==> config.mk <==
export PLATFORM = sky130hd
export DESIGN_NAME = fp8_log_mant_arbiter
export DESIGN_NICKNAME = d
export VERILOG_FILES = /design/src/rtl/fp8_log_mant_arbiter.sv
export SDC_FILE = /design/constraint.sdc
export NUM_CORES = 1
export LEC_CHECK = 0
export ABC_AREA = 1
export BUFFER_PORTS_ARGS = -buffer_cell sky130_fd_sc_hd__buf_2
export CAP_MARGIN = 10
export CORE_MARGIN = 3
export CORE_UTILIZATION = 40
export CTS_CLUSTER_DIAMETER = 120
export CTS_CLUSTER_SIZE = 25
export DETAILED_ROUTE_END_ITERATION = 16
export PLACE_DENSITY_LB_ADDON = 0.08
export SLEW_MARGIN = 15
export SYNTH_ARGS = -nofsm -noshare
export SYNTH_HDL_FRONTEND = slang
export SYNTH_SLANG_ARGS = --single-unit
==> constraint.sdc <==
create_clock -name clk -period 2.7 [get_ports clk]
set_clock_uncertainty 0.05 [all_clocks]
set_input_delay 0.135 -clock clk [delete_from_list [all_inputs] [get_ports clk]]
set_output_delay 0.135 -clock clk [all_outputs]
set_load 0.005 [all_outputs]
==> src/rtl/fp8_log_mant_arbiter.sv <==
// rtl/fp8_log_mant_arbiter.sv - round-robin arbiter sharing one E4M3 mantissa-log lookup
// Grants one operand per cycle to the shared lookup and registers the decoded result record.
module fp8_log_mant_arbiter #(
   parameter int NUM_REQ = 4,
   parameter int ID_W    = $clog2(NUM_REQ)
) (
   input  logic                 clk,
   input  logic                 rst,
   input  logic [NUM_REQ-1:0]   req_valid,
   output logic [NUM_REQ-1:0]   req_ready,
   input  logic [NUM_REQ*8-1:0] req_data,
   output logic [3:0]           lut_mant,
   input  logic [7:0]           lut_log,
   output logic                 resp_valid,
   input  logic                 resp_ready,
   output logic [ID_W-1:0]      resp_id,
   output logic [7:0]           resp_log_mant,
   output logic [3:0]           resp_exp,
   output logic                 resp_sign,
   output logic                 resp_sub,
   output logic                 resp_zero,
   output logic                 resp_nan
);

   logic [7:0]      ops [NUM_REQ];
   logic [ID_W-1:0] ptr;
   logic [ID_W-1:0] gidx;
   logic [ID_W-1:0] sel;
   logic [ID_W-1:0] cand;
   logic [ID_W:0]   sum;
   logic            found;
   logic            can_accept;
   logic            grant;
   logic [7:0]      sel_op;
   logic [3:0]      sel_e;
   logic [2:0]      sel_m;

   for (genvar i = 0; i < NUM_REQ; i++) begin : g_ops
      assign ops[i] = req_data[8*i +: 8];
   end

   assign can_accept = !resp_valid || resp_ready;

   // Search modulo NUM_REQ from the pointer; the sum stays below 2*NUM_REQ.
   always_comb begin
      found = 1'b0;
      gidx  = ptr;
      sum   = '0;
      cand  = '0;
      for (int k = 0; k < NUM_REQ; k++) begin
         sum = {1'b0, ptr} + (ID_W+1)'(k);
         if (sum >= (ID_W+1)'(NUM_REQ))
            sum = sum - (ID_W+1)'(NUM_REQ);
         cand = sum[ID_W-1:0];
         if (!found && req_valid[cand]) begin
            found = 1'b1;
            gidx  = cand;
         end
      end
   end

   assign grant = found && can_accept && !rst;

   always_comb begin
      req_ready = '0;
      if (grant)
         req_ready[gidx] = 1'b1;
   end

   assign sel      = grant ? gidx : ptr;
   assign sel_op   = ops[sel];
   assign sel_e    = sel_op[6:3];
   assign sel_m    = sel_op[2:0];
   assign lut_mant = {(sel_e != 4'h0), sel_m};

   always_ff @(posedge clk) begin
      if (rst) begin
         ptr           <= '0;
         resp_valid    <= 1'b0;
         resp_id       <= '0;
         resp_log_mant <= '0;
         resp_exp      <= '0;
         resp_sign     <= 1'b0;
         resp_sub      <= 1'b0;
         resp_zero     <= 1'b0;
         resp_nan      <= 1'b0;
      end else if (grant) begin
         ptr           <= (gidx == ID_W'(NUM_REQ-1)) ? '0 : gidx + ID_W'(1);
         resp_valid    <= 1'b1;
         resp_id       <= gidx;
         resp_log_mant <= lut_log;
         resp_exp      <= sel_e;
         resp_sign     <= sel_op[7];
         resp_sub      <= (sel_e == 4'h0) && (sel_m != 3'h0);
         resp_zero     <= (sel_e == 4'h0) && (sel_m == 3'h0);
         resp_nan      <= (sel_e == 4'hF) && (sel_m == 3'h7);
      end else if (resp_ready) begin
         resp_valid <= 1'b0;
      end
   end

endmodule

Word-level counts from Yosys, hierarchy flattened
Cells that the tools add are included.
Word-level totals
  register bits: 21
  bits of input ports: 47
  output and inout port bits: 27
  logic and storage cells: 82
Cells by class
  add/sub/neg operators: 8
  order comparisons: 11
  equal/unequal tests: 3
  multiplexer cells: 30
  bitwise gates (word level): 1
  reductions and logical operators: 20
Operators with widths (number)
  2-bit two-way mux: 10
  8-bit binary-select mux with 2-bit select: 1
  8-bit two-way mux: 2
  2-bit by 3-bit less-than comparator with 1-bit output, second input constant: 5
  3-bit >= comparator, second input constant: 4
  1-bit two-way mux: 11
  1-bit logical AND: 9
  1-bit binary-select mux with 2-bit select: 4
  2-bit by 1-bit subtractor with 2-bit output, second input constant: 4
  2-bit by 2-bit adder with 3-bit output, second input constant: 2
  1-bit zero test: 5
  4-bit == test, second input constant: 1
  4-bit zero test: 1
  4-bit two-way mux: 1
  4-bit nonzero test: 1
  2-bit by 1-bit adder with 3-bit output, second input constant: 1
  3-bit == test, second input constant: 1
  2-bit by 3-bit >= comparator with 1-bit output, second input constant: 1
  3-bit zero test: 1
  2-bit inverter with 3-bit output: 1
  3-bit nonzero test: 1
  2-bit by 1-bit adder with 2-bit output, second input constant: 1
  1-bit demux with 2-bit select: 1
  2-bit == test, second input constant: 1
  other kinds (3): 3

Depth between registers and ports, before layout
Gate-level depths: netlist of run 1.
  word-level depth: 23
  gate-level depth with buffers: 21
  depth with buffers taken out: 19

Least setup slack after synthesis of run 1
No wires, ideal clock.
  path kind: register to register
  from: register ptr[1]
  to: register resp_sub
  setup time: 70 ps
  arrival time: 1932 ps
  required time: 2580 ps
  path slack: 648 ps
  cell stages (with the launch flop): 20
  buffers on the path: 2
  clock period less this slack: 2052 ps
  cells stage by stage: dfxtp_1 > buf_6 > inv_4 > nand2_2 > nand2_2 > nand2_1 > nand2_4 > inv_1 > nor2_2 > nand2_2 > nand3_2 > nand2_2 > buf_6 > nand2_1 > nand3_1 > nand2_1 > nand2_1 > nor2_2 > nand3_1 > a21oi_1
On the way
  word-level cells in the longest chain between the ends: 23
  elaborated cells between the ends (all ways): 47
  classes of those cells: add/sub: 7; order compare: 4; mux: 24; bitwise: 1; reduce/logical: 11
RTL lines
  from (decl): RTL line 26  | logic [ID_W-1:0] ptr;
  from (signal assigned): RTL line 88  | ptr <= (gidx == ID_W'(NUM_REQ-1)) ? '0 : gidx + ID_W'(1);
  parallel branches: the longest is 23 deep, another holds 2-bit by 1-bit adder with 3-bit output
  to (signal assigned): RTL line 94  | resp_sub <= (sel_e == 4'h0) && (sel_m != 3'h0);
  to (decl): RTL line 20  | output logic resp_sub,
Several ways; the timed one is not identified. The select of a mux whose other input is x is not followed.
A chain may end at the register's enable or synchronous reset.

Final worst setup path of run 1
  from: register ptr[0]
  to: output lut_mant[3]
On the way
  word-level cells in the longest chain between the ends: 22
  elaborated cells between the ends (all ways): 45
  classes of those cells: add/sub: 7; order compare: 4; mux: 24; bitwise: 1; reduce/logical: 9
RTL lines
  parallel branches: the longest is 16 deep, another holds 2-bit by 1-bit adder with 3-bit output
  2-bit two-way mux (*): RTL line 70  | assign sel = grant ? gidx : ptr;
  2-bit inverter with 3-bit output (implied by the code) (*): RTL line 71  | assign sel_op = ops[sel];
  8-bit binary-select mux with 2-bit select (*): RTL line 71
  8-bit two-way mux (implied by the code) (*) (2 in series): RTL line 71
  4-bit nonzero test (*): RTL line 74  | assign lut_mant = {(sel_e != 4'h0), sel_m};
  to (decl): RTL line 12  | output logic [3:0] lut_mant,
Every way passes the cells marked *. The select of a mux whose other input is x is not followed.

==> metrics, run 1 <==
placed cells=between 300 and 400; number of antenna diodes=0; DIE AREA=5050 um2; Hold Crit Class=input pin to flop; hold path depth=3; crit-path max FO=11; Max Cap Viol=0; share of cells above drive strength 1=a little under two fifths; Post-DP HPWL=3570 um; Internal Power=1.20 mW; CTS clk-pin slew, worst paths=~0.080 ns; GP Congestion=around 0.85; relative slew slack=70.9%; Routed WL=around 5000 um; vias in the first global route=around 1,700; hold-fix buffer count after cts=0; syn_nets=between 300 and 400; Final Instance Count excl. Fillers=between 400 and 500; Hold Fails Final Rpt=0; Tot GR Track Use=around 18%; Initial DRT Pass Iterations=4; row count=23; Static Leak=~1.3 nW; Cell Area, Synth=approximately 1700 um2; syn avg cell area=roughly 6.1 um2; core region area=a little over 4000 um2; power share of the combinational group=between 70 and 80%; worst-case clock buffer depth=2; switching portion of total power=~51%; run status=finished, final reports clean; top-level port count=74; vias post-DR=between 2,000 and 2,500; Die H=roughly 71 um; sequential fraction of the synthesis area=between 20 and 25%; FILL cells=419; met1 GRT Util=22.7%; peak supply drop=between 0.4 and 0.5 mV; Initial Utilization=between 40% and 50%; P&R area growth vs syn=36.4%; detailed-route DRC error count=0; min Tclk post-route=between 2 and 3 ns; met3 usage=2.84%; Mapped Cells=276; Clock Latency Late Sink=between 0.2 and 0.3 ns; Psw=around 1.2 mW; initial antenna violation count=0; nets=412; cts bufs inserted=3; H-tree depth=1; IO Port Bufs=73; vias per cell=around 4.9; Synth Register Bits=21; wire length per cell=~12 um; warnings from Yosys=0; CP Data Arrival Time=between 2 and 2.5 ns; Synth cell types=23; Final Core Density=between 50 and 60%; final setup vio count=0; first-pass GRT wire length=~7500 um; FF-to-FF path depth=16; Final ANT Viol Nets=0; Root Driver=clkbuf_8; RSZ-0062 raised after global routing=yes; Crit. End Element=output pin; pins over their slew limit=0; clock sink count=21; Max Clk Rate=around 390 MHz; period utilization=approximately 96%; kind of critical path=flop to output pin; GRT met2 Usage=between 30% and 40%; register share of total power=around a fifth; Critical Path RT=about 2.5 ns; Die X=71.1 um; PwrDens=1060 nW/um2; Clk network pwr share=under 10%; grt ovf=0; slew at the pin closest to its max-slew limit=0.436 ns; CTS tree=done; largest net degree at the start of global routing=20; Critical Path Source Type=flop; GRT Max-Usage Layer=met2; iteration-0 DRC count of the detailed router=between 150 and 200
-- registers in the layout, summed over array words and instances, names as in the netlist --
register and count:
resp_id 2, resp_valid 1, resp_nan 1, resp_log_mant 8
resp_exp 4, resp_zero 1, resp_sign 1, ptr 2
resp_sub 1
-- layout by cell type, fill, tap and decap left out, drive strengths merged --
cell	n
nand2	124
ha	4
o22ai	1
dfxtp	21
clkbuf	4
nor2	14
nand4	2
a21oi	7
o211ai	1
buf	93
nand3	60
o21ai	6
inv	22
nor3	1
-- cell type report --
cell class	instances	area (um2)	area share [%]
sequential	21	428	18.5
inverter	22	87.6	3.79
timing repair buffer	93	532	23.0
tap	50	62.6	2.71
clock buffer	4	45.0	1.95
multi-input combinational	220	1150	50.0
-- synthesized netlist by cell type --
cell type / instances / area share [%]
nand2_1: 107 / 24
nand3_1: 54 / 16
dfxtp_1: 21 / 25
inv_1: 20 / 4.4
nand2_2: 12 / 4.4
nor2_1: 11 / 2.4
a21oi_1: 7 / 2.1
buf_6: 6 / 4.0
clkbuf_1: 5 / 1.1
nand2_4: 5 / 3.3
o21ai_0: 5 / 1.5
ha_1: 4 / 3.0
nand3_2: 4 / 2.4
buf_4: 3 / 1.3
nor2_2: 3 / 1.1
nand4_1: 2 / 0.74
inv_2: 1 / 0.22
inv_4: 1 / 0.37
nand3_4: 1 / 1.0
nor3_1: 1 / 0.30
o211ai_1: 1 / 0.44
o21ai_4: 1 / 0.96
o22ai_1: 1 / 0.37
-- critical path, stage by stage, from the launching register on --
cell,delay (ns)
dfxtp_4,0.40
buf_6,0.12
nand2_1,0.06
nand2_2,0.10
nand2_2,0.07
nand2_4,0.10
nand3_4,0.13
nor2_4,0.11
nor2_2,0.06
buf_4,0.15
nand3_4,0.10
nand2_4,0.11
nand2_2,0.09
nand3_1,0.09
nand2_2,0.09
nand2_1,0.06
nor2_2,0.13
inv_1,0.05
buf_2,0.12
-- path summary, 6_finish.rpt --
path	slack (ns)	end	start
worst max-delay path	0.11	lut_mant[3]	ptr[0]
worst min register to register	0.41	resp_log_mant[2]	resp_log_mant[2]
worst max register to register	0.25	resp_nan	ptr[0]
worst min-delay path	0.02	resp_log_mant[0]	lut_log[0]
-- timing repair --
item,in CTS,in global routing
pin swaps,2,11
buffers inserted,1,15
gates cloned,0,1
endpoints found under the setup margin,4,4
hold endpoints to repair,0,0
gates resized for setup,7,14
-- power groups by stage --
stage	registers, mW	clock network [mW]	logic (mW)
finish	0.463	0.204	1.78
global route	0.477	0.222	1.99
CTS	0.458	0.211	1.55
detailed placement	0.461	0	1.50
global placement	0.460	0	1.50
floorplan	0.447	0	1.20
-- through the flow --
stage / setup slack (ns) / hold slack (ns) / cell area (um2) / power (mW) / TNS [ns]
2_1_floorplan: 0.648 / 0.196 / 1690 / 1.65 / 0
3_3_place_gp: 0.141 / 0.280 / 2050 / 1.96 / 0
3_5_place_dp: 0.0915 / 0.282 / 2050 / 1.96 / 0
4_1_cts: 0.00884 / 0.00950 / 2130 / 2.22 / 0
5_1_grt: -0.0457 / 0.0254 / 2310 / 2.68 / -0.0457
6_report: 0.107 / 0.0156 / 2310 / 2.45 / 0
-- metal layers --
metal / wire, um / up-vias
met4: 22 / 0
li1: - / 1055
met3: 347 / 2
met5: 0 / -
met2: 2360 / 62
met1: 2130 / 890
-- kinds of logic (layout without fill, tap and decap cells) --
family	after synthesis	count (layout)	synth area share, %
buffers and inverters	36	119	11.5
AOI/OAI and AO/OA	15	15	5.32
DFF	21	21	24.8
adders and majority gates	4	4	2.96
and+or+nand+nor	200	201	55.4
Power figures use the tool's default switching activity.
==> run 2, diff against run 1 <==
--- a/config.mk
+++ b/config.mk
@@ -8,12 +8,13 @@
 export ABC_AREA = 1
 export BUFFER_PORTS_ARGS = -buffer_cell sky130_fd_sc_hd__buf_2
 export CAP_MARGIN = 10
+export CORE_ASPECT_RATIO = 2
 export CORE_MARGIN = 3
 export CORE_UTILIZATION = 40
 export CTS_CLUSTER_DIAMETER = 120
 export CTS_CLUSTER_SIZE = 25
 export DETAILED_ROUTE_END_ITERATION = 16
-export PLACE_DENSITY_LB_ADDON = 0.08
+export PLACE_DENSITY = 0.77
 export SLEW_MARGIN = 15
 export SYNTH_ARGS = -nofsm -noshare
 export SYNTH_HDL_FRONTEND = slang
==> run 2 against run 1 <==
Combinational power fell by 7%. Sequential power fell by 2%. Setup slack improved by 0.020 ns. Clock power barely moved. Hold slack improved by 0.0061 ns. Die area rose by 0.93%. Critical path type unchanged. Largest power group unchanged.
==> metrics, run 2 (synthesized netlist as in run 1, its figures left out) <==
run status=finished, final reports clean; Die H=98 um (+38%); peak supply drop=0.605 mV (+25%); vias per cell=5.09 (+3.9%); slew at the pin closest to its max-slew limit=0.421 ns (-0.0152 ns); nets=402 (-2.4%); Final ANT Viol Nets=0 (unchanged); Initial Utilization=42.7% (+0.69 points); Critical Path RT=2.52 ns (about the same); initial antenna violation count=0 (unchanged); hold_ws=0.0217 ns (+0.00609 ns); CP Data Arrival Time=2.39 ns (-0.02 ns); IO Port Bufs=73 (unchanged); DIE AREA=5100 um2 (+0.93%); worst path cell trace=inv_4, nand2_1, nand3_1, nand2_4, nand3_4, o21ai_4, nand2_4, buf_6, nand3_1, nand3_1, nand2_2, nand2_1, nor2_2, inv_1, buf_2; Static Leak=1.24 nW (-4.4%); clock sink count=21 (unchanged); pins over their slew limit=0 (unchanged); period utilization=95.3% (-0.73 points); kind of critical path=flop to output pin; worst-case clock buffer depth=2 (unchanged); min Tclk post-route=2.57 ns (-0.0197 ns); Crit. End Element=output pin; number of antenna diodes=0 (unchanged); top sig layer=met4; most frequent cells in the layout=103 x nand2_1, 73 x buf_2, 54 x nand3_1, 20 x inv_1, 19 x dfxtp_1; first-pass GRT wire length=8330 um (+12%); relative slew slack=71.9% (+1.0 points); max reg flops=8 (unchanged); Crit-path slowest cell=dfxtp_4; routed wl met2=2950 um (+25%); most common cell after layout, fill and taps aside=nand2_1; Max Cap Viol=0 (unchanged); Setup TNS=0 ns (unchanged); grt ovf=0 (unchanged); cell mode on critical path=nand3_1; FILL cells=418 (-0.24%); Initial DRT Pass Iterations=4 (unchanged); crit-path max FO=12 (+1); largest register by flop count=resp_log_mant; vias post-DR=2,042 (+1.6%); final setup vio count=0 (unchanged); WL met1=1680 um (-21%); detailed-route DRC error count=0 (unchanged); cts bufs inserted=3 (unchanged); Post-DP HPWL=4030 um (+13%); CTS tree=done; largest net degree at the start of global routing=24 (+20%); Critical Path Source Type=flop; Die X=52 um (-27%); Root Driver=clkbuf_8; P&R area growth vs syn=30.2%; CP peak stage delay=0.39 ns (about the same); met3 WL=209 um (-40%); hold-fix buffer count after cts=0 (unchanged); Routed WL=5030 um (+3.5%); CTS clk-pin slew, worst paths=0.08 ns (about the same); vias in the first global route=1,935 (+15%); share of cells above drive strength 1=35.1% (-1.8 points); GP Congestion=0.991 (+17%); Top Registers=resp_log_mant (8), resp_exp (4); Clock Latency Late Sink=0.25 ns (about the same); Hold Crit Class=input pin to flop; Tot GR Track Use=20.3% (+2.7 points); H-tree depth=1 (unchanged); core region area=3960 um2 (-1.6%); row count=32 (+39%); Max Clk Rate=389 MHz (+0.77%); top-level port count=74 (unchanged); PwrDens=1050 nW/um2 (-1.5%); iteration-0 DRC count of the detailed router=55 (-64%); Hold Fails Final Rpt=0 (unchanged); wire length per cell=12.5 um (+5.9%)
[run 2: through the flow]
step	instance area [um2]	cells	worst slack [ns]	util, %	total power, mW
6_report	2200	401	0.126	55.6	2.30
5_1_grt	2200	401	-0.0361	55.6	2.54
4_1_cts	2110	397	0.00271	53.3	2.19
2_1_floorplan	1690	276	0.648	-	1.65
3_5_place_dp	2070	393	0.244	52.1	1.99
3_3_place_gp	2070	393	0.296	52.1	1.96
[run 2: final cells by class]
cell class | instances | area, um2 | share of cell area (%)
Clock buffer | 3 | 41.3 | 1.87
Clock inverter | 1 | 5.00 | 0.227
Inverter | 22 | 87.6 | 3.98
Multi-Input combinational cell | 219 | 1120 | 50.9
Sequential cell | 21 | 425 | 19.3
Tap cell | 51 | 63.8 | 2.90
Timing Repair Buffer | 84 | 459 | 20.8
[run 2: timing repair]
action | CTS | global route
setup endpoints to repair | 1 | 5
endpoints found under the hold margin | 0 | 0
pin swaps | 0 | 4
buffers inserted | 0 | 4
resized for setup | 1 | 17
gates cloned | 0 | 0
[run 2: worst max-delay path: cells and delay by family, from the launching register on]
| family | cells | cell delay, ns |
|---|---|---|
| buffers and inverters | 4 | 0.40 |
| DFF | 1 | 0.39 |
| and+or+nand+nor | 10 | 1.06 |
| AOI/OAI and AO/OA | 1 | 0.27 |
[run 2: worst paths after layout]
path | start | endpoint | slack, ns | cells after the start
setup / recovery | ptr[0] | lut_mant[3] | 0.13 | 15
hold / removal | lut_log[2] | resp_log_mant[2] | 0.02 | 3
hold reg to reg | resp_log_mant[5] | resp_log_mant[5] | 0.41 | 2
setup reg to reg | ptr[0] | resp_sub | 0.29 | 16
[run 2: layer usage]
| layer | vias up | global-route usage, % |
|---|---|---|
| met5 | - | 0 |
| met2 | 67 | 39.6 |
| li1 | 1027 | - |
| met1 | 929 | 21.0 |
| met4 | 0 | 8.48 |
| met3 | 19 | 0.763 |
[run 2: where the power goes]
group | total, mW | internal, mW | leakage (nW) | switching (mW)
clock network | 0.203 | 0.103 | 0.0255 | 0.101
registers | 0.453 | 0.398 | 0.175 | 0.0554
logic | 1.65 | 0.595 | 1.04 | 1.05
==> run 3, diff against run 2 <==
--- a/config.mk
+++ b/config.mk
@@ -8,13 +8,16 @@
 export ABC_AREA = 1
 export BUFFER_PORTS_ARGS = -buffer_cell sky130_fd_sc_hd__buf_2
 export CAP_MARGIN = 10
+export CELL_PAD_IN_SITES_DETAIL_PLACEMENT = 0
+export CELL_PAD_IN_SITES_GLOBAL_PLACEMENT = 1
 export CORE_ASPECT_RATIO = 2
 export CORE_MARGIN = 3
-export CORE_UTILIZATION = 40
+export CORE_UTILIZATION = 32
+export CTS_BUF_LIST = sky130_fd_sc_hd__clkbuf_4
 export CTS_CLUSTER_DIAMETER = 120
 export CTS_CLUSTER_SIZE = 25
 export DETAILED_ROUTE_END_ITERATION = 16
-export PLACE_DENSITY = 0.77
+export PLACE_DENSITY = 0.9
 export SLEW_MARGIN = 15
 export SYNTH_ARGS = -nofsm -noshare
 export SYNTH_HDL_FRONTEND = slang
==> run 3 against run 2 <==
Combinational power is 37% higher. Clock-buffer cell count stayed put. Design area is 22% higher. Cell count is 9.5% higher. Hold slack better by 0.031 ns. Sequential power is 2% higher. Maximum frequency is 2.7% lower. Die area is 23% higher.
==> metrics, run 3 (synthesized netlist as in run 1, its figures left out) <==
kind of critical path=flop to output pin; wire length per cell=14.1 um (+12%); first-pass GRT wire length=8840 um (+6.1%); Critical Path RT=2.52 ns (about the same); H-tree depth=1 (unchanged); Tot GR Track Use=17.8% (-2.5 points); largest register by flop count=resp_log_mant; worst-case clock buffer depth=2 (unchanged); placed cells=399 (+1.5%); Hold Fails Final Rpt=0 (unchanged); Crit. End Element=output pin; worst path cell trace=inv_8, nand2_1, nand3_2, nand2_4, nand3_4, o21ai_4, buf_6, nand2_8, nand3_4, nand3_2, nand2_2, nand2_2, nor2_4, inv_1, buf_2; P&R area growth vs syn=58.7%; Static Leak=1.46 nW (+18%); DIE AREA=6250 um2 (+23%); Max Cap Viol=0 (unchanged); CP peak stage delay=0.42 ns (+0.03 ns); Die H=109 um (+11%); run status=finished, final reports clean; slew at the pin closest to its max-slew limit=0.463 ns (+0.0425 ns); relative slew slack=69.1% (-2.8 points); Critical Path Source Type=flop; most common cell after layout, fill and taps aside=nand2_1; CTS clk-pin slew, worst paths=0.14 ns (+0.06 ns); pre-CTS setup slack=0.249 ns (+0.00569 ns); vias in the first global route=1,975 (+2.1%); Root Driver=clkbuf_4; detailed-route DRC error count=0 (unchanged); number of antenna diodes=0 (unchanged); hold_ws=0.0527 ns (+0.0310 ns); Crit-path slowest cell=dfxtp_4; iteration-0 DRC count of the detailed router=71 (+29%); initial antenna violation count=0 (unchanged); largest net degree at the start of global routing=24 (unchanged); Clock Latency Late Sink=0.32 ns (+0.07 ns); max reg flops=8 (unchanged); Final Instance Count excl. Fillers=439 (+9.5%); Max Clk Rate=378 MHz (-2.7%); vias per cell=4.98 (-2.2%); most frequent cells in the layout=87 x nand2_1, 74 x buf_2, 38 x nand3_1, 25 x buf_4, 22 x nand2_2; CP Data Arrival Time=2.46 ns (+0.07 ns); period utilization=97.9% (+2.6 points); grt ovf=0 (unchanged); top-level port count=74 (unchanged); IO Port Bufs=73 (unchanged); RSZ-0062 raised after global routing=yes; share of cells above drive strength 1=46.9% (+12 points); min Tclk post-route=2.64 ns (+0.0711 ns); final setup vio count=0 (unchanged); CTS tree=done; Die X=57.4 um (+10%); Largest delay share family, worst path=simple AND/OR/NAND/NOR gates; row count=36 (+13%); Final ANT Viol Nets=0 (unchanged); Tot Pwr=2.89 mW (+26%); GP Congestion=0.879 (-11%); core region area=5000 um2 (+26%); Critical path buffers and inverters=4 (unchanged); Initial Utilization=33.9% (-8.8 points); clock sink count=21 (unchanged); Routed WL=6180 um (+23%); crit-path max FO=10 (-2); Top Registers=resp_log_mant (8), resp_exp (4); Post-DP HPWL=4260 um (+5.7%); nets=434 (+8.0%); setup ws final=0.0554 ns (-0.0711 ns); peak supply drop=0.515 mV (-15%); Initial DRT Pass Iterations=6 (+2); cts bufs inserted=3 (unchanged); pins over their slew limit=0 (unchanged); PwrDens=1080 nW/um2 (+3.0%); vias post-DR=2,186 (+7.1%); Hold Crit Class=input pin to flop
-- run 3: report_power, final --
| group | internal [mW] | leakage [nW] | switching, mW |
|---|---|---|---|
| sequential | 0.400 | 0.175 | 0.0647 |
| combinational | 0.937 | 1.26 | 1.32 |
| clock | 0.0555 | 0.0177 | 0.112 |
| total | 1.39 | 1.46 | 1.50 |
-- run 3: what timing repair did --
action | 4_1_cts | 5_1_grt
hold buffers | 8 | 0
gates cloned | 0 | 1
gates resized for setup | 9 | 68
hold endpoints to repair | 8 | 0
setup buffers | 4 | 23
setup endpoints to repair | 1 | 7
pin swaps | 3 | 33
-- run 3: path summary, 6_finish.rpt --
check                endpoint  slack (ns)  cells after the start              from
max               lut_mant[3]        0.06                     15            ptr[0]
min                 resp_zero        0.05                      2               rst
max reg2reg          resp_nan        0.20                     16            ptr[0]
min reg2reg  resp_log_mant[3]        0.42                      2  resp_log_mant[3]
-- run 3: through the flow --
step	setup TNS [ns]	util, %	instance area (um2)
4_1_cts	0	44.8	2240
3_3_place_gp	0	41.5	2070
5_1_grt	-0.171	53.7	2690
6_report	0	53.7	2690
2_1_floorplan	0	-	1690
3_5_place_dp	0	41.5	2070
-- run 3: cell type report --
type | count | area, um2
well taps | 57 | 71.3
multi-input cells | 220 | 1330
inverters | 22 | 97.6
flip-flops and latches | 21 | 428
clock buffers | 3 | 22.5
repair buffers | 115 | 728
clock inverters | 1 | 5.00
fillers | 523 | 2310
-- run 3: worst register-to-register path: cells and delay by family, from the launching register on --
| kind | cells | cell delay (ns) |
|---|---|---|
| and+or+nand+nor | 11 | 1.19 |
| DFF | 1 | 0.42 |
| AOI/OAI and AO/OA | 2 | 0.40 |
| buffers and inverters | 3 | 0.38 |
-- run 3: routing by layer --
layer | global-route usage [%] | vias to the layer above | wire length, um
met5 | 0 | - | 0
met4 | 8.29 | 0 | 209
met3 | 1.07 | 14 | 204
met2 | 36.2 | 65 | 3720
met1 | 17.2 | 1010 | 2050
li1 | - | 1097 | -
